`src/rtl/lcd_bus_scheduler.sv`:
```
// HD44780 bus scheduler: runs the panel power-up/init sequence, then arbitrates
// two write requesters round-robin and generates the E strobe with programmable timing.
module lcd_bus_scheduler #(
   parameter int INIT_WAIT  = 2000,
   parameter int SETUP_CYC  = 2,
   parameter int PULSE_CYC  = 4,
   parameter int HOLD_CYC   = 2,
   parameter int WAIT_SHORT = 40,
   parameter int WAIT_LONG  = 1600
) (
   input  logic       clk,
   input  logic       reset,
   input  logic       a_req,
   input  logic       a_rs,
   input  logic [7:0] a_data,
   output logic       a_ack,
   input  logic       b_req,
   input  logic       b_rs,
   input  logic [7:0] b_data,
   output logic       b_ack,
   output logic       busy,
   output logic       init_done,
   output logic       LCD_E,
   output logic       LCD_RS,
   output logic       LCD_RW,
   output logic [7:0] LCD_DATA
);

   function automatic int imax(input int x, input int y);
      return (x > y) ? x : y;
   endfunction

   localparam int MAX_CYC = imax(imax(imax(INIT_WAIT, WAIT_LONG), imax(WAIT_SHORT, PULSE_CYC)),
                                 imax(SETUP_CYC, HOLD_CYC));
   localparam int CNT_W   = $clog2(MAX_CYC + 1);

   typedef enum logic [2:0] {
      S_POWERUP,
      S_INIT,
      S_IDLE,
      S_SETUP,
      S_PULSE,
      S_HOLD,
      S_WAIT
   } state_t;

   function automatic logic [7:0] init_cmd(input logic [1:0] idx);
      case (idx)
         2'd0:    return 8'h38;
         2'd1:    return 8'h06;
         2'd2:    return 8'h0C;
         default: return 8'h01;
      endcase
   endfunction

   // Clear (0x01) and home (0x02/0x03) need the long busy wait.
   function automatic logic is_long_cmd(input logic rs, input logic [7:0] d);
      return !rs && (d[7:2] == 6'd0) && (d != 8'd0);
   endfunction

   state_t           r_state, w_state_nxt;
   logic [CNT_W-1:0] r_cnt;
   logic [CNT_W-1:0] w_wait_end;
   logic             r_rs, w_rs_nxt;
   logic [7:0]       r_data, w_data_nxt;
   logic [1:0]       r_idx, w_idx_nxt;
   logic             r_last_b, w_last_b_nxt;
   logic             r_init_done, w_init_done_nxt;
   logic             w_a_grant, w_b_grant;
   logic             r_a_ack, r_b_ack;
   logic             r_e, r_busy;

   always_comb begin
      w_state_nxt     = r_state;
      w_rs_nxt        = r_rs;
      w_data_nxt      = r_data;
      w_idx_nxt       = r_idx;
      w_last_b_nxt    = r_last_b;
      w_init_done_nxt = r_init_done;
      w_a_grant       = 1'b0;
      w_b_grant       = 1'b0;
      w_wait_end      = is_long_cmd(r_rs, r_data) ? CNT_W'(WAIT_LONG - 1) : CNT_W'(WAIT_SHORT - 1);
      case (r_state)
         S_POWERUP: begin
            if (r_cnt == CNT_W'(INIT_WAIT - 1)) w_state_nxt = S_INIT;
         end
         S_INIT: begin
            w_idx_nxt   = 2'd0;
            w_rs_nxt    = 1'b0;
            w_data_nxt  = init_cmd(2'd0);
            w_state_nxt = S_SETUP;
         end
         S_IDLE: begin
            // r_last_b set means B was granted last, so A wins a tie.
            if (a_req && (!b_req || r_last_b)) begin
               w_a_grant    = 1'b1;
               w_last_b_nxt = 1'b0;
               w_rs_nxt     = a_rs;
               w_data_nxt   = a_data;
               w_state_nxt  = S_SETUP;
            end else if (b_req) begin
               w_b_grant    = 1'b1;
               w_last_b_nxt = 1'b1;
               w_rs_nxt     = b_rs;
               w_data_nxt   = b_data;
               w_state_nxt  = S_SETUP;
            end
         end
         S_SETUP: begin
            if (r_cnt == CNT_W'(SETUP_CYC - 1)) w_state_nxt = S_PULSE;
         end
         S_PULSE: begin
            if (r_cnt == CNT_W'(PULSE_CYC - 1)) w_state_nxt = S_HOLD;
         end
         S_HOLD: begin
            if (r_cnt == CNT_W'(HOLD_CYC - 1)) w_state_nxt = S_WAIT;
         end
         S_WAIT: begin
            if (r_cnt == w_wait_end) begin
               if (r_init_done) begin
                  w_state_nxt = S_IDLE;
               end else if (r_idx == 2'd3) begin
                  w_state_nxt     = S_IDLE;
                  w_init_done_nxt = 1'b1;
               end else begin
                  w_idx_nxt   = r_idx + 2'd1;
                  w_rs_nxt    = 1'b0;
                  w_data_nxt  = init_cmd(r_idx + 2'd1);
                  w_state_nxt = S_SETUP;
               end
            end
         end
         default: w_state_nxt = S_POWERUP;
      endcase
   end

   always_ff @(posedge clk) begin
      if (reset) begin
         r_state     <= S_POWERUP;
         r_cnt       <= '0;
         r_rs        <= 1'b0;
         r_data      <= 8'h00;
         r_idx       <= 2'd0;
         r_last_b    <= 1'b1;
         r_init_done <= 1'b0;
         r_a_ack     <= 1'b0;
         r_b_ack     <= 1'b0;
         r_e         <= 1'b0;
         r_busy      <= 1'b1;
      end else begin
         r_state <= w_state_nxt;
         if (w_state_nxt != r_state)
            r_cnt <= '0;
         else if (r_state != S_IDLE)
            r_cnt <= r_cnt + CNT_W'(1);
         r_rs        <= w_rs_nxt;
         r_data      <= w_data_nxt;
         r_idx       <= w_idx_nxt;
         r_last_b    <= w_last_b_nxt;
         r_init_done <= w_init_done_nxt;
         r_a_ack     <= w_a_grant;
         r_b_ack     <= w_b_grant;
         r_e         <= (w_state_nxt == S_PULSE);
         r_busy      <= (w_state_nxt != S_IDLE);
      end
   end

   assign a_ack     = r_a_ack;
   assign b_ack     = r_b_ack;
   assign busy      = r_busy;
   assign init_done = r_init_done;
   assign LCD_E     = r_e;
   assign LCD_RS    = r_rs;
   assign LCD_RW    = 1'b0;
   assign LCD_DATA  = r_data;

endmodule

```
`config.mk`:
```
export PLATFORM = sky130hd
export DESIGN_NAME = lcd_bus_scheduler
export DESIGN_NICKNAME = d
export VERILOG_FILES = /design/src/rtl/lcd_bus_scheduler.sv
export SDC_FILE = /design/constraint.sdc
export NUM_CORES = 1
export LEC_CHECK = 0
export ABC_AREA = 1
export CAP_MARGIN = 0
export CORE_ASPECT_RATIO = 0.7
export CORE_MARGIN = 4
export CORE_UTILIZATION = 58
export CTS_BUF_LIST = sky130_fd_sc_hd__clkbuf_4
export CTS_CLUSTER_SIZE = 28
export DETAILED_ROUTE_END_ITERATION = 8
export PLACE_DENSITY = 0.87
export SLEW_MARGIN = 10
export SYNTH_ARGS = -nofsm -noshare
export SYNTH_HDL_FRONTEND = slang
export SYNTH_SLANG_ARGS = --single-unit
export TNS_END_PERCENT = 10
```
`constraint.sdc`:
```
create_clock -name clk -period 5 [get_ports clk]
set_clock_uncertainty 0.15 [all_clocks]
set_input_delay 1 -clock clk [delete_from_list [all_inputs] [get_ports clk]]
set_output_delay 1 -clock clk [all_outputs]
set_load 0.01 [all_outputs]
```
==> summary.txt <==
Final layout
  – Area Growth Syn to Fin: 21.08%
  – Most common cell after layout, fill and taps aside: nand2_1
  – Final #Nets: 339
  – Filler cells: 253
  – Most frequent cells in the layout: 65 x nand2_1, 35 x clkdlybuf4s50_1, 31 x dfxtp_1
  – Share of layout cells above drive strength 1: 14.10%
  – Ant. Diodes: 0
  – Final instance area: 2336 um^2

Timing
  – Final Hold Fails: 0
  – Worst Tran Pin Value: 0.5547 ns
  – Final count of negative-setup-slack endpoints: 0
  – Fin crit share: 58.63%
  – Slew HR: 63.01%
  – Setup TNS: 0 ns
  – Max Slew Vio Count: 0
  – Final hold slack: 0.3350 ns
  – Fin crit period: 2.932 ns
  – Worst setup margin: 2.068 ns
  – RSZ-0062 raised after global routing: false
  – Top achievable clock speed: 341.1 MHz

Setup path
  – Arrival @ worst endpoint: 2.98 ns
  – CP required: 5.05 ns
  – Worst setup path class: input port to flop
  – FF-to-FF End: r_cnt[10]$_SDFFE_PP0N_
  – Startpoint types: input port
  – Crit-path max FO: 13
  – Reg-to-reg slack, setup: 2.79 ns
  – Endpoint class of the critical path: flop
  – Reg2Reg Depth: 10
  – Worst setup path start: b_req
  – Worst setup path end: LCD_DATA[1]$_SDFFE_PP0P_
  – Worst r2r src: r_cnt[0]$_SDFFE_PP0N_

Drt
  – Total routed wirelength: 4322 um
  – Vias per cell: 5.163
  – Vias: 1807
  – DR iter-0 viols: 141
  – Post-DRT Antenna Nets: 0
  – DRC Markers: 0
  – Wire per inst: 12.35 um
  – First-pass iteration count of the detailed router: 5

Synth
  – Yosys warns: 0
  – Synth top area cells: dfxtp_1 32%, nand2_1 13%, inv_1 5.8%, nor2_2 5.8%, nor2_1 5.6%
  – Post-Syn Area: 1929 um^2
  – Avg Inst Size Synth: 7.016 um^2
  – Register area share after synthesis: 32.17%
  – Largest area contributor in the netlist: dfxtp_1
  – Share of synthesized flip-flops with an asynchronous set or reset: 0%
  – Synth Instances: 275
  – Synth Register Bits: 31
  – Area share of the largest cell type after synthesis: 32.17%
  – Yosys cell types: 35
  – Syn_nets: 303
  – Post-synth EDFFs: 0
  – Main synth FF type: dfxtp_1

Clocking
  – Cts bufs inserted: 5
  – CTS tree: built
  – Cts hold-fix bufs: 0
  – Htree depth: 2
  – Clock sinks: 31
  – Root cell of the clock tree: clkbuf_4
  – Total setup buffers inserted after CTS: 0
  – Post-CTS sizing: 0
  – Worst-Skew Late Latency: 0.32 ns
  – Clock-pin slew on the worst setup and hold paths: 0.09 ns
  – Clock buffer depth: 2

Pwr
  – Clk pwr share: 16.9%
  – P_sw: 347.4 uW
  – Internal power: 476.4 uW
  – Logic pwr share: 45.2%
  – Worst vdd ir: 0.2602 mV
  – Lkg Pwr: 0.9589 nW
  – Switching share of power: 42.17%
  – Sequential Power Share: 38.0%
  – Power after layout: 823.8 uW
  – Pwr dens: 352.7 nW/um^2

Floorplanning
  – Die width: 76.94 um
  – Initial Util: 60.88%
  – Core Footprint: 3169 um^2
  – Rows: 17
  – Die height: 56.26 um
  – IO Pins: 37
  – Die ar.: 4328 um^2

Global routing
  – Largest net degree at the start of global routing: 14
  – GR met3 Demand/Resource: 5.609%
  – Most Crowded Layer GR: met2
  – First-pass GRT wire length: 7569 um
  – Initial antenna violation count: 0
  – Total track usage: 21.75%
  – Met2 Use GR: 32.01%
  – Vias in the first global route: 1675
  – Global route overflow: 0
  – GRT met1 Usage: 31.39%

Job
  – Max Cap Viol: 0

Status
  – Outcome: finished clean

Placement
  – GP Congestion: 0.8559
  – Post-place setup slack: 1.747 ns
  – Port bufs: 35
  – DP Wirelength: 3408 um
  – Cell Area, Placed: 2283 um^2

Min path
  – Hold crit path type: flop to flop
==> layer usage <==
layer / share of wire, % / vias to the layer above
li1: - / 949
met1: 49 / 780
met2: 42 / 73
met3: 7.8 / 5
met4: 0.93 / 0
met5: 0 / -
==> worst max-delay path, cell delays in order <==
cell             delay (ns)
clkdlybuf4s50_1        0.46
inv_1                  0.09
o21ai_2                0.46
clkinv_1               0.41
o21ai_0                0.23
o21ai_0                0.10
nand4_1                0.14
a21oi_1                0.08
==> logic make-up after synthesis <==
| group | after synthesis | synth area share (%) |
|---|---|---|
| AND/OR/NAND/NOR | 151 | 39.11 |
| adder cells (fa/ha/maj) | 6 | 3.891 |
| buffers and inverters | 41 | 9.079 |
| other | 1 | 0.1944 |
| flip-flops | 31 | 32.17 |
| AO/OA/AOI/OAI | 35 | 11.02 |
| XOR/XNOR | 10 | 4.540 |
==> power by group through the flow <==
stage | Clock (mW) | Sequential (mW) | Combinational, mW
floorplan | 0 | 0.317 | 0.288
global placement | 0 | 0.317 | 0.362
detailed placement | 0 | 0.318 | 0.369
CTS | 0.143 | 0.312 | 0.372
global route | 0.157 | 0.317 | 0.425
finish | 0.139 | 0.313 | 0.372
==> worst min-delay path by stage <==
stage	start	to	slack, ns	cells past startpoint
4_1_cts	LCD_DATA[7]$_SDFFE_PP0P_	LCD_DATA[7]$_SDFFE_PP0P_	0.34	2
2_1_floorplan	LCD_DATA[3]$_SDFFE_PP0P_	LCD_DATA[3]$_SDFFE_PP0P_	0.35	2
3_5_place_dp	LCD_DATA[7]$_SDFFE_PP0P_	LCD_DATA[7]$_SDFFE_PP0P_	0.32	2
6_report	LCD_DATA[1]$_SDFFE_PP0P_	LCD_DATA[1]$_SDFFE_PP0P_	0.34	2
3_3_place_gp	LCD_DATA[7]$_SDFFE_PP0P_	LCD_DATA[7]$_SDFFE_PP0P_	0.32	2
5_1_grt	LCD_DATA[0]$_SDFFE_PP0P_	LCD_DATA[0]$_SDFFE_PP0P_	0.36	2
==> cell type report <==
class                   instances  area (um^2)  share of cell area, %
clock buffers                   6        45.04                  1.928
clock inverters                 2        7.507                 0.3214
flip-flops and latches         31        620.6                  26.57
repair buffers                 35        350.3                  15.00
well taps                      38        47.55                  2.035
inverters                      35        131.4                  5.624
multi-input cells             203         1134                  48.53
==> through the flow <==
step           instances  utilization, %
3_5_place_dp         342           72.05
6_report             350           73.71
4_1_cts              350           73.71
5_1_grt              350           73.71
2_1_floorplan        275               -
3_3_place_gp         342           72.05
==> registers in the layout, summed over array words and instances (netlist names) <==
name / count
busy: 1
r_last_b: 1
r_idx: 2
LCD_RS: 1
init_done: 1
LCD_DATA: 8
r_cnt: 11
r_state: 3
a_ack: 1
LCD_E: 1
b_ack: 1
==> cells in the mapped netlist (2+ instances only) <==
master and number:
a21oi_1 21, buf_2 2, buf_6 2, dfxtp_1 31, ha_1 6, inv_1 30
inv_2 4, nand2_1 65, nand2_2 2, nand2_4 2, nand3_1 12, nand4_1 11
nor2_1 29, nor2_2 18, nor2_4 2, nor3_1 2, o21ai_0 7, o21ai_2 2
o21bai_1 2, or2_1 2, xor2_1 9
No activity file was read; power rests on OpenSTA's default activity.
